<file path="config.mk">
export PLATFORM = sky130hd
export DESIGN_NAME = seq_detector_param_flat
export DESIGN_NICKNAME = d
export VERILOG_FILES = /design/src/rtl/seq_detector_param_if.sv /design/src/rtl/seq_detector_param.sv /design/src/flat_wrapper.sv
export SDC_FILE = /design/constraint.sdc
export NUM_CORES = 1
export LEC_CHECK = 0
export CAP_MARGIN = 10
export CORE_ASPECT_RATIO = 0.5
export CORE_UTILIZATION = 45
export CTS_CLUSTER_SIZE = 8
export DETAILED_ROUTE_END_ITERATION = 12
export GPL_ROUTABILITY_DRIVEN = 0
export PLACE_DENSITY_LB_ADDON = 0.15
export RECOVER_POWER = 100
export SYNTH_ARGS = -nofsm -noshare
export SYNTH_HDL_FRONTEND = slang
export SYNTH_SLANG_ARGS = --single-unit
</file>
<file path="constraint.sdc">
create_clock -name clk -period 3.9 [get_ports clk]
set_clock_uncertainty 0.2 [all_clocks]
set_input_delay 0.78 -clock clk [delete_from_list [all_inputs] [get_ports clk]]
set_output_delay 0.78 -clock clk [all_outputs]
set_load 0.02 [all_outputs]
</file>
<file path="src/rtl/seq_detector_param_if.sv">
// Serial-detector bus: configuration, qualified bit stream, match outputs and debug state.
// Handshake: x is consumed on a rising clk edge only when en=1; there is no backpressure.
interface seq_detector_param_if #(
  parameter int PAT_W = 8,
  parameter int LEN_W = 4,
  parameter int CNT_W = 16
);
  logic             en;
  logic             x;
  logic             cfg_load;
  logic [PAT_W-1:0] pat;
  logic [LEN_W-1:0] pat_len;
  logic             overlap;
  logic             moore;
  logic             clr_cnt;
  logic             z;
  logic [CNT_W-1:0] match_cnt;
  logic [LEN_W-1:0] dbg_fill;
  logic [LEN_W-1:0] dbg_len;

  modport master (
    output en, x, cfg_load, pat, pat_len, overlap, moore, clr_cnt,
    input  z, match_cnt, dbg_fill, dbg_len
  );

  modport slave (
    input  en, x, cfg_load, pat, pat_len, overlap, moore, clr_cnt,
    output z, match_cnt, dbg_fill, dbg_len
  );
endinterface

</file>
<file path="src/rtl/seq_detector_param.sv">
// Runtime-configurable serial pattern detector with Mealy/Moore output,
// optional overlap and a saturating match counter.
module seq_detector_param #(
  parameter int PAT_W = 8,
  parameter int LEN_W = 4,
  parameter int CNT_W = 16
) (
  input  logic                 clk,
  input  logic                 reset,
  seq_detector_param_if.slave  det_if
);
  localparam logic [LEN_W-1:0] PAT_W_L = LEN_W'(PAT_W);
  localparam logic [CNT_W-1:0] CNT_MAX = {CNT_W{1'b1}};

  logic [PAT_W-1:0] hist_q, hist_d;
  logic [LEN_W-1:0] fill_q, fill_d;
  logic [PAT_W-1:0] cfg_pat_q;
  logic [LEN_W-1:0] cfg_len_q;
  logic             cfg_ovl_q;
  logic             cfg_moore_q;
  logic             z_q;
  logic [CNT_W-1:0] cnt_q;
  logic [PAT_W-1:0] len_mask;
  logic [LEN_W-1:0] eff_len;
  logic             match;

  always_comb begin
    hist_d   = {hist_q[PAT_W-2:0], det_if.x};
    fill_d   = (fill_q >= PAT_W_L) ? PAT_W_L : fill_q + LEN_W'(1);
    // Bits above cfg_len are masked so stale history never affects the compare.
    len_mask = ~({PAT_W{1'b1}} << cfg_len_q);
    eff_len  = (det_if.pat_len > PAT_W_L) ? PAT_W_L : det_if.pat_len;
    match    = det_if.en & ~det_if.cfg_load
             & (cfg_len_q >= LEN_W'(2))
             & (fill_d >= cfg_len_q)
             & (((hist_d ^ cfg_pat_q) & len_mask) == '0);
  end

  always_ff @(posedge clk or posedge reset) begin
    if (reset) begin
      hist_q      <= '0;
      fill_q      <= '0;
      cfg_pat_q   <= '0;
      cfg_len_q   <= '0;
      cfg_ovl_q   <= 1'b1;
      cfg_moore_q <= 1'b0;
      z_q         <= 1'b0;
    end else if (det_if.cfg_load) begin
      hist_q      <= '0;
      fill_q      <= '0;
      cfg_pat_q   <= det_if.pat;
      cfg_len_q   <= eff_len;
      cfg_ovl_q   <= det_if.overlap;
      cfg_moore_q <= det_if.moore;
      z_q         <= 1'b0;
    end else if (det_if.en) begin
      z_q <= match;
      if (match && !cfg_ovl_q) begin
        hist_q <= '0;
        fill_q <= '0;
      end else begin
        hist_q <= hist_d;
        fill_q <= fill_d;
      end
    end else if (cfg_moore_q) begin
      z_q <= 1'b0;
    end
  end

  always_ff @(posedge clk or posedge reset) begin
    if (reset) begin
      cnt_q <= '0;
    end else if (det_if.clr_cnt) begin
      cnt_q <= '0;
    end else if (match && cnt_q != CNT_MAX) begin
      cnt_q <= cnt_q + CNT_W'(1);
    end
  end

  assign det_if.z         = cfg_moore_q ? z_q : match;
  assign det_if.match_cnt = cnt_q;
  assign det_if.dbg_fill  = fill_q;
  assign det_if.dbg_len   = cfg_len_q;
endmodule
</file>
<file path="src/flat_wrapper.sv">
// flat-port wrapper written by rule: the top's interface ports become plain ports
module seq_detector_param_flat 
#(
  parameter int PAT_W = 8,
  parameter int LEN_W = 4,
  parameter int CNT_W = 16
)
  (clk, reset, det_if_en, det_if_x, det_if_cfg_load, det_if_pat, det_if_pat_len, det_if_overlap, det_if_moore, det_if_clr_cnt, det_if_z, det_if_match_cnt, det_if_dbg_fill, det_if_dbg_len);
  seq_detector_param_if #(.PAT_W(PAT_W), .LEN_W(LEN_W), .CNT_W(CNT_W)) det_if_i ();
  input  logic clk;
  input  logic reset;
  input wire logic [$bits(det_if_i.en)-1:0] det_if_en;
  input wire logic [$bits(det_if_i.x)-1:0] det_if_x;
  input wire logic [$bits(det_if_i.cfg_load)-1:0] det_if_cfg_load;
  input wire logic [$bits(det_if_i.pat)-1:0] det_if_pat;
  input wire logic [$bits(det_if_i.pat_len)-1:0] det_if_pat_len;
  input wire logic [$bits(det_if_i.overlap)-1:0] det_if_overlap;
  input wire logic [$bits(det_if_i.moore)-1:0] det_if_moore;
  input wire logic [$bits(det_if_i.clr_cnt)-1:0] det_if_clr_cnt;
  output wire logic [$bits(det_if_i.z)-1:0] det_if_z;
  output wire logic [$bits(det_if_i.match_cnt)-1:0] det_if_match_cnt;
  output wire logic [$bits(det_if_i.dbg_fill)-1:0] det_if_dbg_fill;
  output wire logic [$bits(det_if_i.dbg_len)-1:0] det_if_dbg_len;
  assign det_if_i.en = det_if_en;
  assign det_if_i.x = det_if_x;
  assign det_if_i.cfg_load = det_if_cfg_load;
  assign det_if_i.pat = det_if_pat;
  assign det_if_i.pat_len = det_if_pat_len;
  assign det_if_i.overlap = det_if_overlap;
  assign det_if_i.moore = det_if_moore;
  assign det_if_i.clr_cnt = det_if_clr_cnt;
  assign det_if_z = det_if_i.z;
  assign det_if_match_cnt = det_if_i.match_cnt;
  assign det_if_dbg_fill = det_if_i.dbg_fill;
  assign det_if_dbg_len = det_if_i.dbg_len;
  seq_detector_param #(.PAT_W(PAT_W), .LEN_W(LEN_W), .CNT_W(CNT_W)) u_core (.clk(clk), .reset(reset), .det_if(det_if_i));
endmodule
</file>
==> flow_summary.rst, run 1 <==
.. list-table::
   :header-rows: 1

   * - Metric
     - Value
   * - Post-route antenna net violation count
     - 0
   * - Area share of xor/xnor cells in the synthesized design
     - 0.04521
   * - H-Tree Level Count
     - 2
   * - Boundary Pins
     - 45
   * - Number of DRC violations after detailed-routing iteration 0
     - 57
   * - Number of enable-type register cells in the synthesized netlist
     - 0
   * - Combinational family with the most area after synthesis
     - simple AND/OR/NAND/NOR gates
   * - Overall via count from detail_route
     - between 1500 and 2000
   * - Final worst-path cycle share
     - 0.9800
   * - Overall power consumption
     - about 880 µW
   * - Number of clock sinks
     - 42
   * - Failing checks
     - max-capacitance violations, max-slew violations
   * - Class of the most critical setup path
     - input port to primary output
   * - Leakage power of the design
     - roughly 1.2 nW
   * - Total global-route track usage
     - 0.2054
   * - Post-synthesis cell area
     - about 2100 µm²
   * - Net count after synthesis
     - about 240
   * - DP Area
     - around 2600 µm²
   * - Fmax
     - about 260 MHz
   * - Cell with the largest stage delay on the worst path
     - clkdlybuf4s50_1
   * - Number of hold violations in the final report
     - 0
   * - Most common cell after layout, fill and taps aside
     - dfrtp_1
   * - WP data arrival
     - between 2 and 3 ns
   * - Reg2reg setup slack
     - roughly 0.52 ns
   * - Sequential cell area fraction in the yosys report
     - 0.4938
   * - Routed length per instance
     - between 10 and 15 µm
   * - Synth-to-Final Area Change
     - 27.13%
   * - Most used flip-flop cell after synthesis
     - dfrtp_1
   * - Kind of path behind the tightest hold check
     - register to register
   * - Cell row count
     - 17
   * - Effective utilization at floorplan
     - 0.4770
   * - Total of max-cap violations
     - 1
   * - Worst flop-to-flop path startpoint
     - u_core.det_if.dbg_fill[0]$_DFFE_PP0P_
   * - Critical register-to-register path endpoint
     - u_core.det_if.match_cnt[8]$_DFFE_PP0P_
   * - Async S/R FF share, synth
     - 1.000
   * - Core area
     - ~4500 µm²
   * - Transition time of the tightest slew-check pin
     - between 2 and 2.5 ns
   * - DRC errors left
     - 0
   * - WHS Path Cells
     - 1
   * - Clock tree root buffer cell
     - clkbuf_8
   * - DIE AREA
     - approximately 5000 µm²
   * - Number of placed cells counting well taps
     - slightly above 300
   * - CP max stage delay
     - around 0.44 ns
   * - CP Max Fanout
     - 2
   * - Cell count of the worst reg-to-reg path
     - 11
   * - Kind of start point of the critical path
     - input port
   * - Hold_sp
     - u_core.cfg_pat_q[3]$_DFFE_PP0P_
   * - Cells traversed along the worst timing path
     - clkdlybuf4s50_1 > xor2_1 > or4_1 > or4_1 > or2_2 > o21ai_1 > buf_4
   * - Source-to-sink clock delay at the later pin of the worst-skew pair
     - 0.29 ns
   * - Clock transition time at the flip-flop clock pins of the worst setup and hold paths
     - roughly 0.08 ns
   * - Final Hold Slack
     - between 0.3 and 0.4 ns
   * - Multiplexer fraction of the synthesized cell area
     - 0.05755
   * - Worst endpoint required time
     - slightly below 3 ns
   * - Port bufs
     - 44
   * - Gate Count Post-Synth
     - between 200 and 250
   * - Proportion of layout cells with a drive suffix above 1
     - 0.1012
   * - Global route total overflow
     - 0
   * - TritonCTS Buffers
     - 5
   * - Die extent in x
     - 99.32 µm
   * - Final net count
     - around 280
   * - Area of all placed cells without fillers
     - around 2700 µm²
   * - Final-report max-slew violation count
     - 43
   * - Most Frequent Cell on Critical Path
     - or4_1
   * - Via count of the first global-routing pass
     - around 1700
   * - Complex-gate fraction of the synthesized area
     - 0.1538
   * - Area share of and/or/nand/nor cells after synthesis
     - 0.1656
   * - Synthesis warning total
     - 0
   * - First-pass GRT wire length
     - about 8000 µm
   * - Worst vdd ir
     - 0.0001814 V
   * - Run status
     - finished with violations
   * - Kind of end point of the critical path
     - primary output
   * - Final setup violation count
     - 0
   * - WHS Endpoint
     - u_core.cfg_pat_q[3]$_DFFE_PP0P_
   * - Distinct cell type count after synthesis
     - 36
   * - Syn avg cell area
     - between 10 and 15 µm²
   * - Number of antenna violations at the first check in global routing
     - 0
   * - Total power divided by cell area
     - 325.4 nW/µm²
   * - Diodes inserted
     - 0
   * - Final instance count without filler cells
     - 314
   * - Drt first pass iters
     - 4
   * - CTS tree
     - done
   * - Minimum clock period after layout
     - 3.822 ns
   * - Area share of fa/ha/maj cells after synthesis
     - 0.04110
   * - Largest net degree at the start of global routing
     - 43
   * - Post-cts hold buffer count
     - 0
   * - Setup repair after global routing missed its margin
     - no
   * - Final wirelength
     - between 4000 and 5000 µm
   * - Leading cell types in the layout, fill and taps excluded
     - 41 x dfrtp_1, 26 x dlygate4sd3_1, 16 x a21oi_1
   * - Flops & latches, synth
     - 42
   * - Longest Clk Path Bufs
     - 2
   * - Die Ht
     - a little over 50 µm
   * - Via density per instance
     - 5.500
   * - DP HPWL
     - roughly 3200 µm
   * - Slew margin rel.
     - -0.4887
## logic make-up after synthesis
| family | Yosys count |
|---|---|
| XOR/XNOR | 11 |
| buffers and inverters | 20 |
| AND/OR/NAND/NOR | 65 |
| AO/OA/AOI/OAI | 52 |
| flip-flops | 42 |
| multiplexers | 11 |
| adder cells (fa/ha/maj) | 7 |
## power breakdown
part | switching, mW | internal (mW) | total (mW)
Clock | 0.154 | 0.143 | 0.297
Combinational | 0.0563 | 0.0584 | 0.115
Sequential | 0.0173 | 0.453 | 0.470
## cells in the mapped netlist, drive strengths merged (4+ instances only)
master | instances | area share
xor2 | 4 | 0.016
nand3 | 6 | 0.014
nor2 | 12 | 0.021
nand2 | 14 | 0.025
clkbuf | 4 | 0.0070
dfrtp | 41 | 0.48
xnor2 | 7 | 0.029
ha | 7 | 0.041
o31ai | 4 | 0.014
a22o | 10 | 0.041
mux2 | 10 | 0.053
a21oi | 16 | 0.038
or4 | 4 | 0.014
nor3 | 5 | 0.012
inv | 12 | 0.021
buf | 4 | 0.015
o21ai | 15 | 0.035
or3 | 9 | 0.029
## layout make-up
class,instances,area (µm²)
Fill cell,384,1758
Timing Repair Buffer,49,466.7
Clock buffer,7,86.33
Multi-Input combinational cell,146,982.2
Tap cell,57,71.32
Inverter,12,45.04
Sequential cell,42,1052
Clock inverter,1,5.005
## how the worst max path moves through the flow
stage	startpoint	depth (start not counted)	end
2_1_floorplan	det_if_cfg_load	7	det_if_z
3_3_place_gp	det_if_cfg_load	7	det_if_z
3_5_place_dp	det_if_cfg_load	7	det_if_z
4_1_cts	det_if_cfg_load	7	det_if_z
5_1_grt	det_if_x	7	det_if_z
6_report	det_if_x	7	det_if_z
## routing by layer
layer / wire, µm / GRT usage
met1: 2207 / 0.2704
met2: 2118 / 0.3356
met3: 144 / 0.05850
met4: 35 / 0.05392
met5: 0 / 0
## critical path, delay by kind of cell
family                 cells  cell delay [ns]
AND/OR/NAND/NOR            3             1.18
AO/OA/AOI/OAI              1             0.14
XOR/XNOR                   1             0.15
buffers and inverters      2             0.60
## through the flow
stage	setup WS [ns]	setup TNS, ns	utilization
after floorplan	0.08046	0	-
after global placement	-0.4774	-0.4774	0.5896
after detailed placement	-0.4915	-0.4915	0.5896
after CTS	0.006801	0	0.6095
after global routing	0.01372	0	0.6064
final	0.07783	0	0.6064
## flip-flops by register name (all words and copies together), names as in the netlist
| register | cells |
|---|---|
| u_core.cfg_moore_q | 1 |
| u_core.cfg_pat_q | 8 |
| u_core.cfg_ovl_q | 1 |
| u_core.hist_q | 7 |
| u_core.det_if.match_cnt | 16 |
| u_core.det_if.dbg_len | 4 |
| u_core.det_if.dbg_fill | 4 |
| u_core.z_q | 1 |
## timing repair
action                                  in CTS  in global routing
setup buffers                                0                  0
endpoints found under the setup margin       1                  1
gates resized for setup                      7                  2
(Power assumes the default switching activity.)
==> run 2, diff against run 1 <==
Settings changed: GPL_ROUTABILITY_DRIVEN 0 to 1, RECOVER_POWER 100 to 25.
==> flow_summary.rst, run 2 (synthesis gave the netlist of run 1 again) <==
.. list-table::
   :header-rows: 1

   * - Metric
     - Value
   * - Largest net degree at the start of global routing
     - between 40 and 50
   * - Most common cell after layout, fill and taps aside
     - dfrtp_1
   * - Failing checks
     - max-capacitance violations, max-slew violations
   * - Via density per instance
     - roughly 5.5
   * - WP data arrival
     - 2.84 ns
   * - DRC errors left
     - 0
   * - Total power divided by cell area
     - approximately 330 nW/µm²
   * - Die extent in x
     - 99.32 µm
   * - Run status
     - finished with violations
   * - Longest Clk Path Bufs
     - 2
   * - Final-report max-slew violation count
     - 43
   * - Effective utilization at floorplan
     - 0.4770
   * - Min setup slack post-route
     - approximately 0.076 ns
   * - Number of DRC violations after detailed-routing iteration 0
     - 67
   * - CP max stage delay
     - 0.44 ns
   * - Number of clock sinks
     - 42
   * - Clock transition time at the flip-flop clock pins of the worst setup and hold paths
     - 0.08 ns
   * - Slew margin rel.
     - -0.4894
   * - Overall via count from detail_route
     - approximately 1700
   * - Total global-route track usage
     - 0.2054
   * - Cells traversed along the worst timing path
     - clkdlybuf4s50_1 > xor2_1 > or4_1 > or4_1 > or2_2 > o21ai_1 > buf_4
   * - Total of max-cap violations
     - 1
   * - Global route total overflow
     - 0
   * - Weighted congestion reported at the end of routability-driven placement
     - between 0.8 and 0.9
   * - Final net count
     - approximately 280
   * - Worst vdd ir
     - 0.0001814 V
   * - First-pass GRT wire length
     - around 8000 µm
   * - Worst endpoint required time
     - 2.92 ns
   * - Drt first pass iters
     - 4
   * - Kind of path behind the tightest hold check
     - register to register
   * - Proportion of layout cells with a drive suffix above 1
     - 0.1089
   * - Kind of start point of the critical path
     - input port
   * - Setup TNS
     - 0 ns
   * - Flip-flop count of the largest register, all copies and words added
     - 16
   * - Leakage power of the design
     - 1.116 nW
   * - Kind of end point of the critical path
     - primary output
   * - Boundary Pins
     - 45
   * - Number of hold violations in the final report
     - 0
   * - Source-to-sink clock delay at the later pin of the worst-skew pair
     - around 0.29 ns
   * - Worst path top cell family by delay
     - simple AND/OR/NAND/NOR gates
   * - TritonCTS Buffers
     - 5
   * - Overall power consumption
     - slightly below 900 µW
   * - H-Tree Level Count
     - 2
   * - Synth-to-Final Area Change
     - 27.54%
   * - Transition time of the tightest slew-check pin
     - between 2 and 2.5 ns
   * - Cell with the largest stage delay on the worst path
     - clkdlybuf4s50_1
   * - DP HPWL
     - 3222 µm
   * - Core area
     - about 4500 µm²
   * - Final wirelength
     - ~4500 µm
   * - Routed length per instance
     - 14.39 µm
   * - DIE AREA
     - 5031 µm²
   * - Final worst-path cycle share
     - 0.9806
   * - CTS tree
     - done
   * - Reg2reg setup slack
     - 0.72 ns
   * - Fmax
     - ~260 MHz
   * - Minimum clock period after layout
     - about 3.8 ns
   * - Setup repair after global routing missed its margin
     - no
   * - Port bufs
     - 44
   * - Via count of the first global-routing pass
     - around 1700
   * - Die Ht
     - 50.66 µm
   * - Number of antenna violations at the first check in global routing
     - 0
   * - Class of the most critical setup path
     - input port to primary output
   * - Leading cell types in the layout, fill and taps excluded
     - 41 x dfrtp_1, 39 x clkdlybuf4s50_1, 16 x a21oi_1
   * - Number of buffer and inverter stages on the critical path
     - 2
   * - CP Max Fanout
     - 2
   * - Most Frequent Cell on Critical Path
     - or4_1
   * - Cell row count
     - 17
   * - Final setup violation count
     - 0
   * - Diodes inserted
     - 0
   * - Post-route antenna net violation count
     - 0
   * - Setup Slack @ Placement
     - -0.4915 ns
   * - Clock tree root buffer cell
     - clkbuf_8
[run 2: cell types whose count changed in the layout (fill, tap and decap cells not counted)]
cell	change
clkdlybuf4s50_1	+24
dlygate4sd3_1	-24
or3_4	+1
buf_4	+1
clkbuf_1	-1
or3_1	-1
[run 2: worst paths after layout]
kind / from / cells past startpoint / end
max: det_if_x / 7 / det_if_z
min: u_core.cfg_pat_q[3]$_DFFE_PP0P_ / 1 / u_core.cfg_pat_q[3]$_DFFE_PP0P_
max reg2reg: u_core.det_if.dbg_fill[0]$_DFFE_PP0P_ / 11 / u_core.det_if.match_cnt[8]$_DFFE_PP0P_
min reg2reg: u_core.cfg_pat_q[3]$_DFFE_PP0P_ / 1 / u_core.cfg_pat_q[3]$_DFFE_PP0P_
max in group asynchronous: reset / 3 / u_core.det_if.dbg_len[1]$_DFFE_PP0P_
min in group asynchronous: reset / 3 / u_core.det_if.match_cnt[15]$_DFFE_PP0P_
[run 2: worst register-to-register path, cell delays in order, from the launching register on]
cell and delay [ns]:
dfrtp_1 0.45, ha_1 0.24, xnor2_1 0.18, nor2_1 0.08, ha_1 0.27, o21a_1 0.11, o22ai_1 0.08, a221o_1 0.30
buf_4 0.16, or3_4 0.44, or4_1 0.43, a21oi_1 0.16
[run 2: timing repair]
action                                  4_1_cts  5_1_grt
setup buffers                                 0        0
gates cloned                                  0        0
endpoints found under the setup margin        1        1
hold buffers                                  0        0
gates resized for setup                       7        2
[run 2: stage by stage]
| step | util | cell area (µm²) | hold slack, ns | cells |
|---|---|---|---|---|
| 3_3_place_gp | 0.5896 | 2634 | 0.2947 | 306 |
| 5_1_grt | 0.6084 | 2718 | 0.3594 | 314 |
| 2_1_floorplan | - | 2131 | 0.2762 | 208 |
| 4_1_cts | 0.6095 | 2723 | 0.3389 | 314 |
| 3_5_place_dp | 0.5896 | 2634 | 0.3203 | 306 |
| 6_report | 0.6084 | 2718 | 0.3345 | 314 |
[run 2: per-layer routing]
layer	vias to the layer above	part of all wire	global-route usage
met4	0	0.0077	0.05392
li1	838	-	-
met3	7	0.031	0.05850
met5	-	0	0
met1	845	0.49	0.2704
met2	25	0.47	0.3356
[run 2: final cells by class]
class	instances	area, µm²
clock buffer	7	86.33
clock inverter	1	5.005
fill	382	1749
inverter	12	45.04
multi-input combinational	146	987.2
sequential	42	1052
tap	57	71.32
timing repair buffer	49	470.5
[run 2: where the power goes]
part	leakage, nW	total, mW	internal, mW	switching, mW
Sequential	0.556	0.470	0.453	0.0175
Clock	0.0482	0.297	0.143	0.154
Combinational	0.512	0.117	0.0606	0.0565
Total	1.12	0.885	0.656	0.228
